[src/rtl/uart_pkg.sv]
// Shared FSM state encoding and framing constants for the FIFO-fed UART transmitter.
package uart_pkg;

    typedef enum logic [2:0] {
        IDLE,
        POP,
        LOAD,
        START,
        DATA,
        STOP,
        PARITY
    } state_t;

    localparam int   IDLE_DWELL = 2;
    localparam logic START_BIT  = 1'b0;
    localparam logic STOP_BIT   = 1'b1;

endpackage

[src/rtl/baud_tick_gen.sv]
// Bit-period timer: one-cycle tick every CLKS_PER_BIT cycles, phase restarted by clear.
module baud_tick_gen #(
    parameter int CLKS_PER_BIT = 868
) (
    input  logic clk,
    input  logic rst,
    input  logic clear,
    output logic tick
);

    localparam int CNT_W = $clog2(CLKS_PER_BIT);
    localparam logic [CNT_W-1:0] LAST = CNT_W'(CLKS_PER_BIT - 1);

    logic [CNT_W-1:0] cnt;

    always_ff @(posedge clk) begin
        if (!rst || clear) begin
            cnt <= '0;
        end else if (cnt == LAST) begin
            cnt <= '0;
        end else begin
            cnt <= cnt + CNT_W'(1);
        end
    end

    assign tick = (cnt == LAST);

endmodule

[src/rtl/fifo_uart_tx.sv]
// Pops bytes from the synchronous FIFO read port and serialises them LSB first as 8N1.
// Define UART_TX_PARITY_EN to insert an even-parity bit between the data and stop bits.
module fifo_uart_tx
    import uart_pkg::*;
#(
    parameter int CLKS_PER_BIT = 868,
    parameter int WIDTH        = 8
) (
    input  logic             clk,
    input  logic             rst,
    input  logic             enable,
    input  logic             fifo_empty,
    input  logic [WIDTH-1:0] fifo_dout,
    output logic             fifo_rd_en,
    output logic             tx,
    output logic             busy
);

    localparam int BIT_W = $clog2(WIDTH + 1);
    localparam logic [BIT_W-1:0] LAST_BIT   = BIT_W'(WIDTH - 1);
    localparam logic [1:0]       DWELL_DONE = 2'(IDLE_DWELL);

    state_t           state, state_next;
    logic [WIDTH-1:0] shift, shift_next;
    logic [BIT_W-1:0] bit_cnt, bit_cnt_next;
    logic [1:0]       dwell, dwell_next;
    logic             tx_next, rd_en_next, busy_next;
    logic             baud_clear, tick;

`ifdef UART_TX_PARITY_EN
    logic parity, parity_next;

    function automatic logic even_parity(input logic [WIDTH-1:0] d);
        return ^d;
    endfunction
`endif

    baud_tick_gen #(
        .CLKS_PER_BIT(CLKS_PER_BIT)
    ) u_baud (
        .clk  (clk),
        .rst  (rst),
        .clear(baud_clear),
        .tick (tick)
    );

    always_comb begin
        state_next   = state;
        shift_next   = shift;
        bit_cnt_next = bit_cnt;
        dwell_next   = dwell;
        baud_clear   = 1'b0;
`ifdef UART_TX_PARITY_EN
        parity_next  = parity;
`endif
        case (state)
            IDLE: begin
                // Dwell lets the FIFO empty flag settle after the previous pop.
                baud_clear = 1'b1;
                dwell_next = (dwell == DWELL_DONE) ? dwell : dwell + 2'd1;
                if (dwell_next == DWELL_DONE && enable && !fifo_empty) begin
                    state_next = POP;
                end
            end
            POP: begin
                baud_clear = 1'b1;
                state_next = LOAD;
            end
            LOAD: begin
                baud_clear   = 1'b1;
                shift_next   = fifo_dout;
                bit_cnt_next = '0;
`ifdef UART_TX_PARITY_EN
                parity_next  = even_parity(fifo_dout);
`endif
                state_next   = START;
            end
            START: begin
                if (tick) state_next = DATA;
            end
            DATA: begin
                if (tick) begin
                    shift_next = shift >> 1;
                    if (bit_cnt == LAST_BIT) begin
                        bit_cnt_next = '0;
`ifdef UART_TX_PARITY_EN
                        state_next   = PARITY;
`else
                        state_next   = STOP;
`endif
                    end else begin
                        bit_cnt_next = bit_cnt + BIT_W'(1);
                    end
                end
            end
`ifdef UART_TX_PARITY_EN
            PARITY: begin
                if (tick) state_next = STOP;
            end
`endif
            STOP: begin
                if (tick) begin
                    state_next = IDLE;
                    dwell_next = '0;
                end
            end
            default: state_next = IDLE;
        endcase

        // Outputs are registered from the next state so they align with it.
        rd_en_next = (state_next == POP);
        busy_next  = (state_next != IDLE);
        case (state_next)
            START:   tx_next = START_BIT;
            DATA:    tx_next = shift_next[0];
`ifdef UART_TX_PARITY_EN
            PARITY:  tx_next = parity_next;
`endif
            default: tx_next = STOP_BIT;
        endcase
    end

    always_ff @(posedge clk) begin
        if (!rst) begin
            state      <= IDLE;
            shift      <= '0;
            bit_cnt    <= '0;
            dwell      <= '0;
            tx         <= 1'b1;
            busy       <= 1'b0;
            fifo_rd_en <= 1'b0;
`ifdef UART_TX_PARITY_EN
            parity     <= 1'b0;
`endif
        end else begin
            state      <= state_next;
            shift      <= shift_next;
            bit_cnt    <= bit_cnt_next;
            dwell      <= dwell_next;
            tx         <= tx_next;
            busy       <= busy_next;
            fifo_rd_en <= rd_en_next;
`ifdef UART_TX_PARITY_EN
            parity     <= parity_next;
`endif
        end
    end

endmodule

[config.mk]
export PLATFORM = sky130hd
export DESIGN_NAME = fifo_uart_tx
export DESIGN_NICKNAME = d
export VERILOG_FILES = /design/src/rtl/uart_pkg.sv /design/src/rtl/baud_tick_gen.sv /design/src/rtl/fifo_uart_tx.sv
export SDC_FILE = /design/constraint.sdc
export NUM_CORES = 1
export LEC_CHECK = 0
export ABC_AREA = 1
export CAP_MARGIN = 30
export CORE_ASPECT_RATIO = 0.5
export CORE_UTILIZATION = 35
export CTS_CLUSTER_DIAMETER = 150
export CTS_CLUSTER_SIZE = 40
export DETAILED_ROUTE_END_ITERATION = 8
export GPL_TIMING_DRIVEN = 0
export SLEW_MARGIN = 20
export SYNTH_ARGS = -nofsm -noshare
export SYNTH_HDL_FRONTEND = slang
export SYNTH_SLANG_ARGS = --single-unit
export TNS_END_PERCENT = 50
[constraint.sdc]
create_clock -name clk -period 3.1 [get_ports clk]
set_clock_uncertainty 0.2 [all_clocks]
set_input_delay 0.93 -clock clk [delete_from_list [all_inputs] [get_ports clk]]
set_output_delay 0.93 -clock clk [all_outputs]
set_load 0.05 [all_outputs]
# After elaboration in Yosys (flattened, before gate mapping)

Index checks and enable logic that the tools add are counted.

Flip-flop bits (word level): 30
Input bits: 12
Logic and storage cells: 55

Add/sub/neg operators: 3
Equal/unequal tests: 14
Multiplexer cells: 16
Reduce and logical (&&, ||, !) cells: 13

Operators by type and width:

| kind                  | count |
|---|---|
| $pmux 3 s6            | 1 |
| $pmux 8 s2            | 1 |
| $mux 3                | 5 |
| $add 10x1->10 const B | 1 |
| $eq 10x10->1 const B  | 1 |
| $eq 3x2->1 const B    | 3 |
| $eq 3x3->1 const B    | 3 |
| $mux 4                | 2 |
| $mux 8                | 1 |
| $pmux 4 s2            | 1 |
| $eq 3x1->1 const B    | 2 |
| $add 4x1->4 const B   | 1 |
| $eq 2x2->1 const B    | 2 |
| $eq 4x3->1 const B    | 1 |
| $mux 2                | 2 |
| $ne 2x2->1 const B    | 2 |
| $pmux 2 s2            | 1 |
| $reduce_and 2->1      | 2 |
| $reduce_bool 2->1     | 2 |
| $logic_not 3->1       | 1 |
| $reduce_bool 3->1     | 1 |
| $reduce_or 3->1       | 1 |
| $add 2x1->2 const B   | 1 |
| $logic_and 1x1->1     | 2 |
| 5 further kinds       | 6 |

# Depth between registers and ports, before layout

Depth after elaboration: 9
Mapped depth: 11

# Cells and area by module

From an unflattened synthesis, not the netlist that was laid out.

Cell total of the unflattened synthesis: 199
Area total of the unflattened synthesis: 1,447.6 um^2

By module, submodules not included:

| module        | times used | cells each | area an instance (um^2) | sequential area each (um^2) |
|---|---|---|---|---|
| fifo_uart_tx  | 1          | 137        | 960.9                   | 400.4 |
| baud_tick_gen | 1          | 62         | 486.7                   | 200.2 |

# Worst setup path after synthesis

No wires, ideal clock.

Path type: input -> register
Start: input port rst
End: register fifo_rd_en
Library setup time: 0.134 ns
Arrival time: 1.456 ns
Data required time: 2.766 ns
Slack: 1.310 ns
Stages on the path: 3
Path buffers: 1
Cells stage by stage: inv_1 > buf_1 > nor2_1

RTL lines:

| item                 | line                | source |
|---|---|---|
| from (decl)          | fifo_uart_tx.sv:10  | `input logic rst,` |
| to (signal assigned) | fifo_uart_tx.sv:142 | `fifo_rd_en <= rd_en_next;` |
| to (decl)            | fifo_uart_tx.sv:14  | `output logic fifo_rd_en,` |

No word-level cell between the ends.

# Worst setup path after layout

Start: register fifo_rd_en
End: output port fifo_rd_en

No word-level cell between the ends.

==> run_results.csv <==
group,metric,value,unit
drt,dr_total_vias,1279,
logic_synthesis,seq_area_frac_synth,39.3,%
drt,drc_errors,0,
placed_design,place.gp.congestion,0.792,
min_path,hp-class,"flip-flop to flip-flop",
worst_setup_path,crit_type,"flip-flop to primary output",
cts,post-cts-setup-buffers,0,
cts,clk_transition_reported_paths,0.06,ns
global_route,grt_pass1_wl,5060,um
global_route,grt.total_usage,14.1,%
global_route,grt_max_degree,11,
cts,insertion_delay,0.28,ns
logic_synthesis,syn_nets,213,
global_route,grt_pass1_vias,1172,
cts,cts_sinks,30,
logic_synthesis,synth_area_leaders,"dfxtp_1 (39%), nand2_1 (9.6%), nand2_2 (5.3%)",
power,power,1060,uW
logic_synthesis,syn_area_per_cell,7.72,um^2
sta,tightest_slew,0.585,ns
sta,period_minus_slack,2.50,ns
outcome,status,"complete, no violations",
worst_setup_path,crit_path_top_delay_cell,"clkdlybuf4s50_1",
logic_synthesis,syn_inst,198,
final_layout,area.growth.synth_to_final,19.6,%
drt,first_pass_iters,4,
drt,drt_iter0_drc,82,
worst_setup_path,cp.arrival,1.37,ns
placed_design,post-dp-hpwl,2070,um
sta,setup_viol,0,
logic_synthesis,yosys_warnings,0,
drt,via_per_inst,4.67,
die,die_height,48.7,um
logic_synthesis,synth_seq_cells,30,
worst_setup_path,end_kind,"primary output",
drt,totalWireLength,2780,um
sta,min_period_over_period,80.7,%
sta,finalHoldViolations,0,
drt,wl_per_cell,10.2,um
cts,cts_htree_levels,2,
logic_synthesis,synth_top_cell_area_share,39.3,%
die,rows,16,
logic_synthesis,ys_types,31,
cts,hold_buffers,0,
placed_design,dpl_cell_area,0.00174,mm^2
job,timing.max_cap.violations,0,
sta,timing.fmax,400,MHz
drt,ant_nets,0,
cts,cts_root_buf,"clkbuf_8",
final_layout,drive_gt1_share,21.4,%
worst_setup_path,critical_path.top_delay_family,"buffers and inverters",
die,initial_utilization,37.8,%
final_layout,diodes,0,
power,powerDensity,580,mW/mm^2
sta,tns,0,ns
final_layout,final_area,0.00183,mm^2
worst_setup_path,crit_path_start_kind,"flip-flop",
worst_setup_path,worstPathCellList,"clkdlybuf4s50_1",
final_layout,nNetsFinal,234,
die,ios,15,
sta,max_slew_margin,61.0,%
cts,cts-resized-gates,0,
die,core,0.00404,mm^2
die,die_area,0.00465,mm^2
cts,clockBufferDepth,2,
logic_synthesis,synth_top_area_cell,"dfxtp_1",
cts,cts_tree,"built",
final_layout,layout.cells.most_common_list,"nand2_1 (39), dfxtp_1 (30), inv_1 (21)",
sta,maxSlewViolCount,0,
logic_synthesis,netlist_area,0.00153,mm^2
sta,grt_setup_unrepaired,"no",
worst_setup_path,crit_path_max_fanout,1,
cts,cts_buffers,5,
worst_setup_path,worst_ep_required_time,1.97,ns
global_route,antenna_found_initial,0,
power,vdd_drop_max,0.290,mV
final_layout,layout_commonest_cell,"nand2_1",
placed_design,portBuffers,14,
global_route,grt_overflow_total,0,
die,die_w,95.4,um
power,leakage,0.000710,uW
worst_setup_path,path_buf_inv,1,
worst_setup_path,max_stage_delay,0.79,ns
==> Yosys cell counts <==
cell and instances:
nand2_1 39, dfxtp_1 30, inv_1 21, nor2_1 19
nand3_1 15, nand2_2 13, a21oi_1 9, a21oi_2 5
a31oi_1 5, inv_2 5, nor3_1 5, ha_1 3
nand2_4 3, nor2_4 3, o21ai_0 3, a31oi_2 2
inv_4 2, nand4_1 2, xor2_1 2, and3_1 1
buf_1 1, buf_12 1, inv_6 1, nand3_2 1
nand3_4 1, nand3b_1 1, nand4_4 1, nor2_2 1
nor4_1 1, or2_2 1, xnor2_1 1
==> report_power, final <==
| group | internal [uW] | switching, uW |
|---|---|---|
| sequential | 428 | 27.3 |
| combinational | 110 | 170 |
| clock | 179 | 144 |
| total | 718 | 341 |
==> kinds of logic after synthesis <==
kind of cell | Yosys count | synth area share (%)
adder cells (fa/ha/maj) | 3 | 2.46
flip-flops | 30 | 39.3
AO/OA/AOI/OAI | 24 | 10.5
AND/OR/NAND/NOR | 107 | 36.7
XOR/XNOR | 3 | 1.72
buffers and inverters | 31 | 9.34
==> flip-flops by register name (all words and copies together), names as in the netlist <==
signal      count
tx              1
state           3
busy            1
shift           8
bit_cnt         4
u_baud.cnt     10
dwell           2
fifo_rd_en      1
==> stage by stage <==
step                std cells  hold WS, ns  setup WS (ns)  utilization, %
floorplan                 198        0.218           1.31               -
global placement          266        0.229          0.451            42.9
detailed placement        266        0.240          0.430            42.9
CTS                       274        0.254          0.586            45.2
global route              274        0.289          0.549            45.2
finish                    274        0.252          0.598            45.2
==> layout make-up <==
| cell class | instances | area, um^2 |
|---|---|---|
| buffer | 2 | 23.8 |
| clock buffer | 7 | 86.3 |
| clock inverter | 1 | 5.00 |
| fill | 410 | 2220 |
| inverter | 29 | 119 |
| multi-input combinational | 137 | 785 |
| sequential | 30 | 601 |
| tap | 54 | 67.6 |
| timing repair buffer | 14 | 140 |
==> worst paths after layout <==
| kind | startpoint | endpoint | slack [ns] | depth (start not counted) |
|---|---|---|---|---|
| max | fifo_rd_en | fifo_rd_en | 0.60 | 1 |
| max reg2reg | u_baud.cnt[0] | tx | 1.29 | 10 |
| min reg2reg | u_baud.cnt[0] | u_baud.cnt[0] | 0.25 | 1 |
| min | u_baud.cnt[0] | u_baud.cnt[0] | 0.25 | 1 |
==> per-layer routing <==
layer / track usage [%] / share of wire, % / vias to the layer above
met5: 0 / 0 / -
met4: 4.48 / 0.57 / 0
met3: 5.19 / 4.3 / 2
met2: 21.2 / 44 / 18
met1: 18.8 / 52 / 580
li1: - / - / 679
Note: power is estimated with default switching activity, not from simulation.
